## src/rtl/commit_store_drain_if.sv

```systemverilog
// commit_store_drain_if: commit/drain control and D-cache store write port bundle
interface commit_store_drain_if #(parameter int SIZE_LSQ_LOG = 5);
  logic [2:0]              commit_cnt;
  logic                    drain_req;
  logic                    dc_wr_ready;
  logic                    st_wr_valid;
  logic [SIZE_LSQ_LOG-1:0] st_wr_index;
  logic [SIZE_LSQ_LOG-1:0] commit_ptr;
  logic [SIZE_LSQ_LOG-1:0] head_ptr;
  logic [SIZE_LSQ_LOG:0]   pending;
  logic                    commit_stall;
  logic                    drain_done;
  logic                    overflow_err;
  modport master (
    output commit_cnt, drain_req, dc_wr_ready,
    input  st_wr_valid, st_wr_index, commit_ptr, head_ptr, pending,
           commit_stall, drain_done, overflow_err
  );
  modport slave (
    input  commit_cnt, drain_req, dc_wr_ready,
    output st_wr_valid, st_wr_index, commit_ptr, head_ptr, pending,
           commit_stall, drain_done, overflow_err
  );
endinterface

```

## src/rtl/commit_store_drain.sv

```systemverilog
// commit_store_drain: drains committed stores into the D-cache write port, with stall and fence control
module commit_store_drain #(
  parameter int SIZE_LSQ_LOG = 5,
  parameter int STALL_THRESH = 29
) (
  input logic clk,
  input logic reset,
  commit_store_drain_if.slave bus
);
  localparam int W = SIZE_LSQ_LOG;
  localparam int N = 1 << W;
  typedef enum logic [1:0] {IDLE, DRAIN, FENCE, DONE} state_t;
  state_t       state, state_nx;
  logic [W-1:0] commit_ptr, head_ptr;
  logic [W:0]   pending, pend_nx;
  logic [W+1:0] sum;
  logic [2:0]   cnt;
  logic         bad, fire, ovf, stall, err;
  always_comb begin
    bad     = bus.commit_cnt > 3'd4;
    cnt     = bad ? 3'd0 : bus.commit_cnt;
    fire    = (pending != '0) & bus.dc_wr_ready;
    sum     = {1'b0, pending} + (W+2)'(cnt) - (W+2)'(fire);
    ovf     = sum > (W+2)'(N);
    pend_nx = ovf ? (W+1)'(N) : sum[W:0];
  end
  always_ff @(posedge clk)
    if (reset) state <= IDLE;
    else       state <= state_nx;
  // A fence, once entered, runs to completion regardless of drain_req
  always_comb begin
    state_nx = state == DONE  ? IDLE :
               state == FENCE ? (pend_nx == '0 ? DONE : FENCE) :
               bus.drain_req  ? ((state == IDLE && pend_nx == '0) ? DONE : FENCE) :
                                (pend_nx == '0 ? IDLE : DRAIN);
  end
  always_ff @(posedge clk)
    if (reset) begin
      commit_ptr <= '0;
      head_ptr   <= '0;
      pending    <= '0;
      stall      <= 1'b0;
      err        <= 1'b0;
    end else begin
      commit_ptr <= commit_ptr + W'(cnt);
      head_ptr   <= head_ptr + W'(fire);
      pending    <= pend_nx;
      stall      <= pend_nx >= (W+1)'(STALL_THRESH) || state_nx == FENCE;
      err        <= err | bad | ovf;
    end
  always_comb begin
    bus.st_wr_valid  = pending != '0;
    bus.st_wr_index  = head_ptr;
    bus.commit_ptr   = commit_ptr;
    bus.head_ptr     = head_ptr;
    bus.pending      = pending;
    bus.commit_stall = stall;
    bus.drain_done   = state == DONE;
    bus.overflow_err = err;
  end
endmodule
```

## src/flat_wrapper.sv

```systemverilog
// flat-port wrapper written by rule: the top's interface ports become plain ports
module commit_store_drain_flat 
#(
  parameter int SIZE_LSQ_LOG = 5,
  parameter int STALL_THRESH = 29
)
  (clk, reset, bus_commit_cnt, bus_drain_req, bus_dc_wr_ready, bus_st_wr_valid, bus_st_wr_index, bus_commit_ptr, bus_head_ptr, bus_pending, bus_commit_stall, bus_drain_done, bus_overflow_err);
  commit_store_drain_if #(.SIZE_LSQ_LOG(SIZE_LSQ_LOG)) bus_i ();
  input logic clk;
  input logic reset;
  input wire logic [$bits(bus_i.commit_cnt)-1:0] bus_commit_cnt;
  input wire logic [$bits(bus_i.drain_req)-1:0] bus_drain_req;
  input wire logic [$bits(bus_i.dc_wr_ready)-1:0] bus_dc_wr_ready;
  output wire logic [$bits(bus_i.st_wr_valid)-1:0] bus_st_wr_valid;
  output wire logic [$bits(bus_i.st_wr_index)-1:0] bus_st_wr_index;
  output wire logic [$bits(bus_i.commit_ptr)-1:0] bus_commit_ptr;
  output wire logic [$bits(bus_i.head_ptr)-1:0] bus_head_ptr;
  output wire logic [$bits(bus_i.pending)-1:0] bus_pending;
  output wire logic [$bits(bus_i.commit_stall)-1:0] bus_commit_stall;
  output wire logic [$bits(bus_i.drain_done)-1:0] bus_drain_done;
  output wire logic [$bits(bus_i.overflow_err)-1:0] bus_overflow_err;
  assign bus_i.commit_cnt = bus_commit_cnt;
  assign bus_i.drain_req = bus_drain_req;
  assign bus_i.dc_wr_ready = bus_dc_wr_ready;
  assign bus_st_wr_valid = bus_i.st_wr_valid;
  assign bus_st_wr_index = bus_i.st_wr_index;
  assign bus_commit_ptr = bus_i.commit_ptr;
  assign bus_head_ptr = bus_i.head_ptr;
  assign bus_pending = bus_i.pending;
  assign bus_commit_stall = bus_i.commit_stall;
  assign bus_drain_done = bus_i.drain_done;
  assign bus_overflow_err = bus_i.overflow_err;
  commit_store_drain #(.SIZE_LSQ_LOG(SIZE_LSQ_LOG), .STALL_THRESH(STALL_THRESH)) u_core (.clk(clk), .reset(reset), .bus(bus_i));
endmodule
```

## config.mk

```make
export PLATFORM = sky130hd
export DESIGN_NAME = commit_store_drain_flat
export DESIGN_NICKNAME = d
export VERILOG_FILES = /design/src/rtl/commit_store_drain_if.sv /design/src/rtl/commit_store_drain.sv /design/src/flat_wrapper.sv
export SDC_FILE = /design/constraint.sdc
export NUM_CORES = 1
export LEC_CHECK = 0
export CORE_MARGIN = 1.5
export CORE_UTILIZATION = 52
export DETAILED_ROUTE_END_ITERATION = 12
export PLACE_DENSITY_LB_ADDON = 0.05
export SETUP_SLACK_MARGIN = 0.1
export SYNTH_ARGS = -nofsm -noshare
export SYNTH_HDL_FRONTEND = slang
export SYNTH_SLANG_ARGS = --single-unit
```

## constraint.sdc

```tcl
create_clock -name clk -period 8.6 [get_ports clk]
set_clock_uncertainty 0.05 [all_clocks]
set_input_delay 1.72 -clock clk [delete_from_list [all_inputs] [get_ports clk]]
set_output_delay 1.72 -clock clk [all_outputs]
set_load 0.02 [all_outputs]
```

# Word level (Yosys, flattened, before mapping)
# Cells that the tools add are included.
[totals] ff_bits=20 input_bits=7 output_inout_bits=25 elab_cells=32
[classes] addsub=4 order_cmp=3 eq_ne=3 n_mux=8 bitwise=3 n_reduce_logical=5
[op_table] operator="$add 6x3->7" count=1
[op_table] operator="$gt 7x6->1 const B" count=1
[op_table] operator="$sub 7x1->7" count=1
[op_table] operator="$eq 2x2->1 const B" count=3
[op_table] operator="$ge 6x5->1 const B" count=1
[op_table] operator="$logic_not 6->1" count=1
[op_table] operator="$mux 2" count=3
[op_table] operator="$mux 6" count=1
[op_table] operator="$reduce_bool 6->1" count=1
[op_table] operator="$add 5x1->5" count=1
[op_table] operator="$add 5x3->5" count=1
[op_table] operator="$gt 3x3->1 const B" count=1
[op_table] operator="$mux 1" count=3
[op_table] operator="$mux 3" count=1
[op_table] operator="$logic_not 2->1" count=1
[op_table] operator="$or 1x1->1" count=2
[op_table] operator="$and 1x1->1" count=1
[op_table] operator="$logic_and 1x1->1" count=1
[op_table] operator="$logic_or 1x1->1" count=1

# Logic depth before layout (Yosys ltp)
# Gate-level depths: netlist (run 1).
[depth] word_depth=14 mapped_depth=16 depth_no_buf=15

# Worst setup path before layout (run 1)
# OpenSTA, ideal clock, no wires.
[synth_timing] path_kind="input port to flip-flop" startpoint="in bus_dc_wr_ready" endpoint="reg u_core.err (netlist: u_core.bus.overflow_err)" setup_ps=120 arrival_ps=3975 t_required_ps=8430 path_slack_ps=4456 path_stages=12 path_buffers=0 path_cell_list="and2_1 > ha_1 > inv_1 > ha_1 > inv_1 > fa_1 > nand2b_1 > a21oi_1 > xor2_1 > nor4_4 > o21ai_1 > o31a_1"
[synth_via] elab_chain_len=4
[synth_rtl] element="start, declared" line="flat_wrapper.sv:13" text="input wire logic [$bits(bus_i.dc_wr_ready)-1:0] bus_dc_wr_ready;"
[synth_rtl] element="$and 1x1->1" line="commit_store_drain.sv:22" text="fire = (pending != '0) & bus.dc_wr_ready;"
[synth_rtl] element="$sub 7x1->7" line="commit_store_drain.sv:23" text="sum = {1'b0, pending} + (W+2)'(cnt) - (W+2)'(fire);"
[synth_rtl] element="$gt 7x6->1" line="commit_store_drain.sv:24" text="ovf = sum > (W+2)'(N);"
[synth_rtl] element="$or 1x1->1" line="commit_store_drain.sv:49" text="err <= err | bad | ovf;"
[synth_rtl] element="end signal, assigned" line="commit_store_drain.sv:49"
[synth_rtl] element="end, declared" line="commit_store_drain.sv:18" text="logic bad, fire, ovf, stall, err;"
# Every way passes these cells.
# A chain may end at the register's enable or synchronous reset.

# Worst setup path in the final report (run 1)
[layout_timing] startpoint="in bus_dc_wr_ready" endpoint="reg u_core.stall (netlist: u_core.bus.commit_stall)"
[layout_via] elab_chain_len=12 word_cells_on_any_way=15 classes_between="1 x add/sub; 2 x order compare; 1 x eq/ne; 7 x mux; 1 x bitwise; 3 x reduce/logical"
[layout_rtl] element="$and 1x1->1 *" line="commit_store_drain.sv:22"
[layout_rtl] element="$sub 7x1->7 *" line="commit_store_drain.sv:23"
[layout_rtl] element="$gt 7x6->1" line="commit_store_drain.sv:24"
[layout_rtl] element="$mux 6 *" line="commit_store_drain.sv:25" text="pend_nx = ovf ? (W+1)'(N) : sum[W:0];"
[layout_rtl] element="$logic_not 6->1" line="commit_store_drain.sv:33, commit_store_drain.sv:34, commit_store_drain.sv:35"
[layout_rtl] element="$logic_and 1x1->1" line="commit_store_drain.sv:34" text="bus.drain_req ? ((state == IDLE && pend_nx == '0) ? DONE : FENCE) :"
[layout_rtl] element="$mux 1" line="commit_store_drain.sv:34"
[layout_rtl] element="$mux 2" line="commit_store_drain.sv:34"
[layout_rtl] element="$mux 2" line="commit_store_drain.sv:33" text="state == FENCE ? (pend_nx == '0 ? DONE : FENCE) :"
[layout_rtl] element="$mux 2" line="commit_store_drain.sv:32" text="state_nx = state == DONE ? IDLE :"
[layout_rtl] element="$eq 2x2->1" line="commit_store_drain.sv:48" text="stall <= pend_nx >= (W+1)'(STALL_THRESH) || state_nx == FENCE;"
[layout_rtl] element="$logic_or 1x1->1 *" line="commit_store_drain.sv:48"
[layout_rtl] element="end signal, assigned" line="commit_store_drain.sv:42" text="stall <= 1'b0;"
[layout_rtl] element="end signal, assigned" line="commit_store_drain.sv:48"
[layout_rtl] element="end, declared" line="commit_store_drain.sv:18"
# Mark *: on every way between the ends. The rest lies on a longest branch, timed or not.

==> results of run 1 <==
## synth_stat cells (2+ instances only)
library cell   n
inv_1         21
dfxtp_1       20
ha_1          15
nor2_1        15
nor2b_1        7
buf_4          5
xor2_1         5
nand2_1        4
o21ai_0        4
a21oi_1        3
and2_1         3
nand2b_1       3
nor3b_1        3
xnor2_1        3
a21o_1         2
a31oi_1        2
and3_2         2
fa_1           2
nand3_1        2
nor3_1         2
o21ai_1        2
## worst max-delay path, delay by kind of cell
kind,cells,cell delay [ns]
AOI/OAI and AO/OA,3,0.53
xor gates and xnor gates,1,0.16
adders and majority gates,3,0.83
buffers and inverters,3,0.58
and+or+nand+nor,3,0.77
## registers in the layout (all words and copies together) (netlist names)
| signal | cells |
|---|---|
| u_core.state | 2 |
| u_core.bus.commit_ptr | 5 |
| u_core.bus.head_ptr | 5 |
| u_core.bus.commit_stall | 1 |
| u_core.bus.pending | 6 |
| u_core.bus.overflow_err | 1 |
## layout make-up
type,count,share of cell area
repair buffers,31,0.189
inverters,21,0.0480
multi-input cells,97,0.466
clock inverters,1,0.0183
flip-flops and latches,20,0.244
clock buffers,3,0.0137
well taps,28,0.0213
## metrics by stage
step                worst slack [ns]  hold slack, ns  area (µm²)
floorplan                       4.46           0.521        1300
global placement                3.92           0.433        1590
detailed placement              3.83           0.435        1590
CTS                             4.14           0.473        1640
global route                    3.91           0.492        1640
finish                          4.12           0.477        1640
## where the power goes
group / internal (mW) / switching, mW / leakage (nW) / total, mW
Sequential: 0.114 / 0.0192 / 0.164 / 0.134
Combinational: 0.200 / 0.275 / 0.504 / 0.476
Clock: 0.0472 / 0.0306 / 0.0279 / 0.0778
Total: 0.362 / 0.325 / 0.695 / 0.687
## per-layer routing
layer | share of wire | GRT usage | up-vias | wire (µm)
li1 | - | - | 540 | -
met1 | 0.45 | 0.284 | 509 | 1280
met2 | 0.49 | 0.379 | 29 | 1380
met3 | 0.045 | 0.0424 | 6 | 128
met4 | 0.018 | 0.103 | 0 | 52
met5 | 0 | 0 | - | 0
## how the worst max path moves through the flow
stage                                from                       to  depth (start not counted)
after floorplan           bus_dc_wr_ready  u_core.bus.overflow_err                         12
after global placement    bus_dc_wr_ready  u_core.bus.overflow_err                         13
after detailed placement  bus_dc_wr_ready  u_core.bus.overflow_err                         13
after CTS                 bus_dc_wr_ready  u_core.bus.overflow_err                         13
after global routing      bus_dc_wr_ready  u_core.bus.commit_stall                         13
final                     bus_dc_wr_ready  u_core.bus.commit_stall                         13
## logic make-up (layout without fill, tap and decap cells)
group,after synthesis,after routing
and+or+nand+nor,48,48
buffers and inverters,28,56
AOI/OAI and AO/OA,23,23
DFF,20,20
adders and majority gates,17,17
xor gates and xnor gates,8,8
muxes,1,1
==> metrics.txt, run 1 <==
status=completed; fraction of the mapped netlist area in simple logic gates=0.215; Synth Area in Adders=0.176; Hold Path Sink=u_core.bus.overflow_err; Synth area leaders=dfxtp_1 31%, ha_1 14%, inv_1 6.1%, nor2_1 4.3%, nor2b_1 3.4%; Initial DRC Count=20; HP Class=reg2reg; drt drc=0; post-synth cell types=between 40 and 50; Synthesized Nets=169; Critical Path Start Type=input pin; Final GP Congestion=0.838; xor and xnor area share after synthesis=0.0541; RSZ-0062 raised after global routing=false; footprint of the multi-input gates=764 µm²; post-route ant nets=0; async set-reset flop share out of synthesis=0; Worst Tran Pin Value=0.610 ns; sequential cell area=between 400 and 500 µm²; Global Route Usage Sum=0.228; grt ovf=0; TritonCTS clock tree=done; die footprint=0.00280 mm²; P_leak=0.695 nW; fin nets=198; post-DP HPWL=between 2000 and 2500 µm; R2R Path Start=u_core.bus.pending[5]; final setup TNS=0 ns; Rows=17; Final Hold Fails=0; critical path's largest stage delay=between 0.4 and 0.5 ns; post-synthesis compound-gate area fraction=0.137; Initial Util=0.570; commonest cells after routing, fill and taps aside=31 x clkdlybuf4s50_1, 21 x inv_1, 20 x dfxtp_1; CTS Buffer Depth=2; first-pass GRT wire length=between 4000 and 5000 µm; antenna fix cells=0; number of max-cap violations=0; critical path type=in2reg; R2R setup slack=5.18 ns; Most used DFF post-synth=dfxtp_1; Final Non-Filler Cells=201; routed vias/inst=around 5.4; WP data arrival=around 4.6 ns; period utilization=0.521; Post-CTS Repair Setup Buffers=0; register area share after synthesis=0.309; largest family of logic cells by synthesized area=simple AND/OR/NAND/NOR gates; clock-pin slew on the worst setup and hold paths=roughly 0.12 ns; EDFF count, synth=0; routed wire length=2850 µm; Synth Cell Area=0.00130 mm²; Core ar.=between 0.002 and 0.0025 mm²; cts bufs inserted=3; cell count after synthesis=145; IO Pins=32; Worst R2R Path Depth=15; Pins Over Slew Limit=0; Layout area overhead=26.6%; VDD IR max=0.000312 V; post-CTS sizing=0; leading area contributor after synthesis=dfxtp_1; post-synthesis mux area share=0.00772; Worst path slowest cell=clkdlybuf4s50_1; Port Buffers=31; largest net degree at the start of global routing=18; dpl cells=197; required time of the critical path=8.72 ns; vias in the first global route=1055; worst skew pair latency=0.32 ns; htree depth=1; die width=about 53 µm; DRT Pass-1 Iters=4; worst path cell trace=clkdlybuf4s50_1 > and2_1 > ha_1 > inv_1 > ha_1 > inv_1 > fa_1 > nand2b_1 > a21oi_1 > xor2_1 > or3_1 > o31ai_1 > a31oi_1; most common cell after layout, fill and taps aside=clkdlybuf4s50_1; Pwr Total=roughly 0.69 mW; hold_sp=u_core.bus.overflow_err; fill cell count=187; WHS Path Cells=1; FF-to-FF End=u_core.bus.commit_stall; Worst slew margin=0.592; routed vias=1084; Die H=approximately 53 µm; #FFs+latches synth=20; P per Cell Area=between 400 and 500 mW/mm²; share of cells above drive strength 1=0.0636; Fmax=223 MHz; final setup fails=0; yosys warns=0; Util after Layout=0.721; hold buffers post-CTS=0; Max FO, Critical Path=4; Root Driver=clkbuf_4; initial antenna violation count=0; routed wire length per instance=14.2 µm; Crit. End Element=flip-flop; top-area cell type share of the netlist area=0.309; synthesized area per cell=roughly 8.9 µm²; Final Critical Period=4.48 ns; Clock Sinks=20
Note: power is estimated with default switching activity, not from simulation.
==> inputs of run 2 (changes only) <==
--- a/config.mk
+++ b/config.mk
@@ -6,7 +6,7 @@
 export NUM_CORES = 1
 export LEC_CHECK = 0
 export CORE_MARGIN = 1.5
-export CORE_UTILIZATION = 52
+export CORE_UTILIZATION = 49
 export DETAILED_ROUTE_END_ITERATION = 12
 export PLACE_DENSITY_LB_ADDON = 0.05
 export SETUP_SLACK_MARGIN = 0.1
==> constraint.sdc (replaced) <==
create_clock -name clk -period 4.3 [get_ports clk]
set_clock_uncertainty 0.05 [all_clocks]
set_input_delay 0.86 -clock clk [delete_from_list [all_inputs] [get_ports clk]]
set_output_delay 0.86 -clock clk [all_outputs]
set_load 0.02 [all_outputs]
==> run 2 against run 1 <==
Effect of this change: via count down 4.4%; non-clock buffer count unchanged; combinational power up 91%; cell count up 1.0%.
==> metrics.txt, run 2 (same netlist as run 1, synthesis figures left out) <==
status=completed; CP bufs+invs=3; die footprint=0.00296 mm²; routed wire length=2500 µm; dpl cells=199; Final Critical Period=between 3 and 4 ns; cts bufs inserted=3; fin nets=around 200; VDD IR max=0.000620 V; required time of the critical path=4.45 ns; max FFs per register=6; share of cells above drive strength 1=0.0636; Crit. End Element=flip-flop; post-route ant nets=0; Pwr Total=~1.3 mW; TritonCTS clock tree=done; drt drc=0; Worst Tran Pin Value=0.667 ns; Fmax=276 MHz; Critical Path Start Type=input pin; routed wire length per instance=12.3 µm; first-pass GRT wire length=3850 µm; CTS Buffer Depth=2; Layout area overhead=26.8%; Max FO, Critical Path=4; commonest cells after routing, fill and taps aside=31 x clkdlybuf4s50_1, 21 x inv_1, 20 x dfxtp_1; worst skew pair latency=~0.30 ns; Clock Sinks=20; antenna fix cells=0; RSZ-0062 raised after global routing=false; most common cell after layout, fill and taps aside=clkdlybuf4s50_1; finished layout cell area=0.00164 mm²; Final Hold Fails=0; worst path cell trace=clkdlybuf4s50_1 > and2_1 > ha_1 > inv_1 > ha_1 > inv_1 > fa_1 > nand2b_1 > a21oi_1 > xor2_1 > nor4_4 > o21ai_1 > o31a_1; Rows=18; period utilization=0.841; Die H=54.4 µm; htree depth=1; grt ovf=0; routed vias/inst=5.10; critical path type=in2reg; Worst slew margin=0.554; number of max-cap violations=0; Root Driver=clkbuf_4; Pins Over Slew Limit=0; vias in the first global route=886; Core ar.=0.00250 mm²; final setup fails=0; initial antenna violation count=0; fill cell count=between 200 and 250; largest net degree at the start of global routing=18; critical path's largest stage delay=~0.45 ns; clock-pin slew on the worst setup and hold paths=between 0.1 and 0.15 ns; Final GP Congestion=0.778; post-DP HPWL=2070 µm; kind of cell adding the most delay to the critical path=adder cells; Initial Util=0.519; routed vias=a little over 1000; IO Pins=32; P per Cell Area=807 mW/mm²; hold buffers post-CTS=0; P_leak=0.695 nW; DRT Pass-1 Iters=3; Port Buffers=31; HP Class=reg2reg; Placed Instance Area=0.00159 mm²; Global Route Usage Sum=0.184; top flop regs=u_core.bus.pending x6, u_core.bus.commit_ptr x5, u_core.bus.head_ptr x5; Final Non-Filler Cells=roughly 200; WP data arrival=3.77 ns; final setup TNS=0 ns; die width=54.4 µm; Post-CTS Repair Setup Buffers=0; post-CTS sizing=0; Worst path slowest cell=clkdlybuf4s50_1; Largest Register=u_core.bus.pending; Initial DRC Count=8
-- run 2: cell counts in the layout (fill, tap and decap cells not counted) --
Identical to the previous run, type by type.
-- run 2: worst paths after layout --
check | endpoint | slack, ns | cells after the start | start
worst min-delay path | u_core.bus.overflow_err | 0.47 | 1 | u_core.bus.overflow_err
worst max-delay path | u_core.bus.overflow_err | 0.68 | 13 | bus_dc_wr_ready
worst min register to register | u_core.bus.overflow_err | 0.47 | 1 | u_core.bus.overflow_err
worst max register to register | u_core.bus.overflow_err | 0.87 | 15 | u_core.bus.pending[5]
-- run 2: cell type report --
type                       instances  area [µm²]  area share
timing repair buffer              31         310       0.189
inverter                          21        78.8      0.0479
multi-input combinational         97         764       0.465
clock inverter                     1        30.0      0.0183
sequential                        20         400       0.244
tap                               30        37.5      0.0228
clock buffer                       3        22.5      0.0137
-- run 2: routing by layer --
layer  wire [µm]  vias to the layer above  global-route usage
met5           0                        -                   0
met4          14                        0              0.0500
met3          84                        2              0.0355
met2        1200                       20               0.325
met1        1200                      473               0.227
li1            -                      541                   -
-- run 2: where the power goes --
| part | leakage (nW) | internal, mW | switching [mW] |
|---|---|---|---|
| Sequential | 0.164 | 0.229 | 0.0368 |
| Clock | 0.0279 | 0.0942 | 0.0590 |
| Combinational | 0.504 | 0.396 | 0.512 |
-- run 2: metrics by stage --
step | hold slack [ns] | worst slack, ns | util
detailed placement | 0.439 | 0.355 | 0.637
finish | 0.469 | 0.683 | 0.658
floorplan | 0.521 | 0.915 | -
CTS | 0.470 | 0.683 | 0.658
global placement | 0.422 | 0.450 | 0.637
global route | 0.518 | 0.532 | 0.658
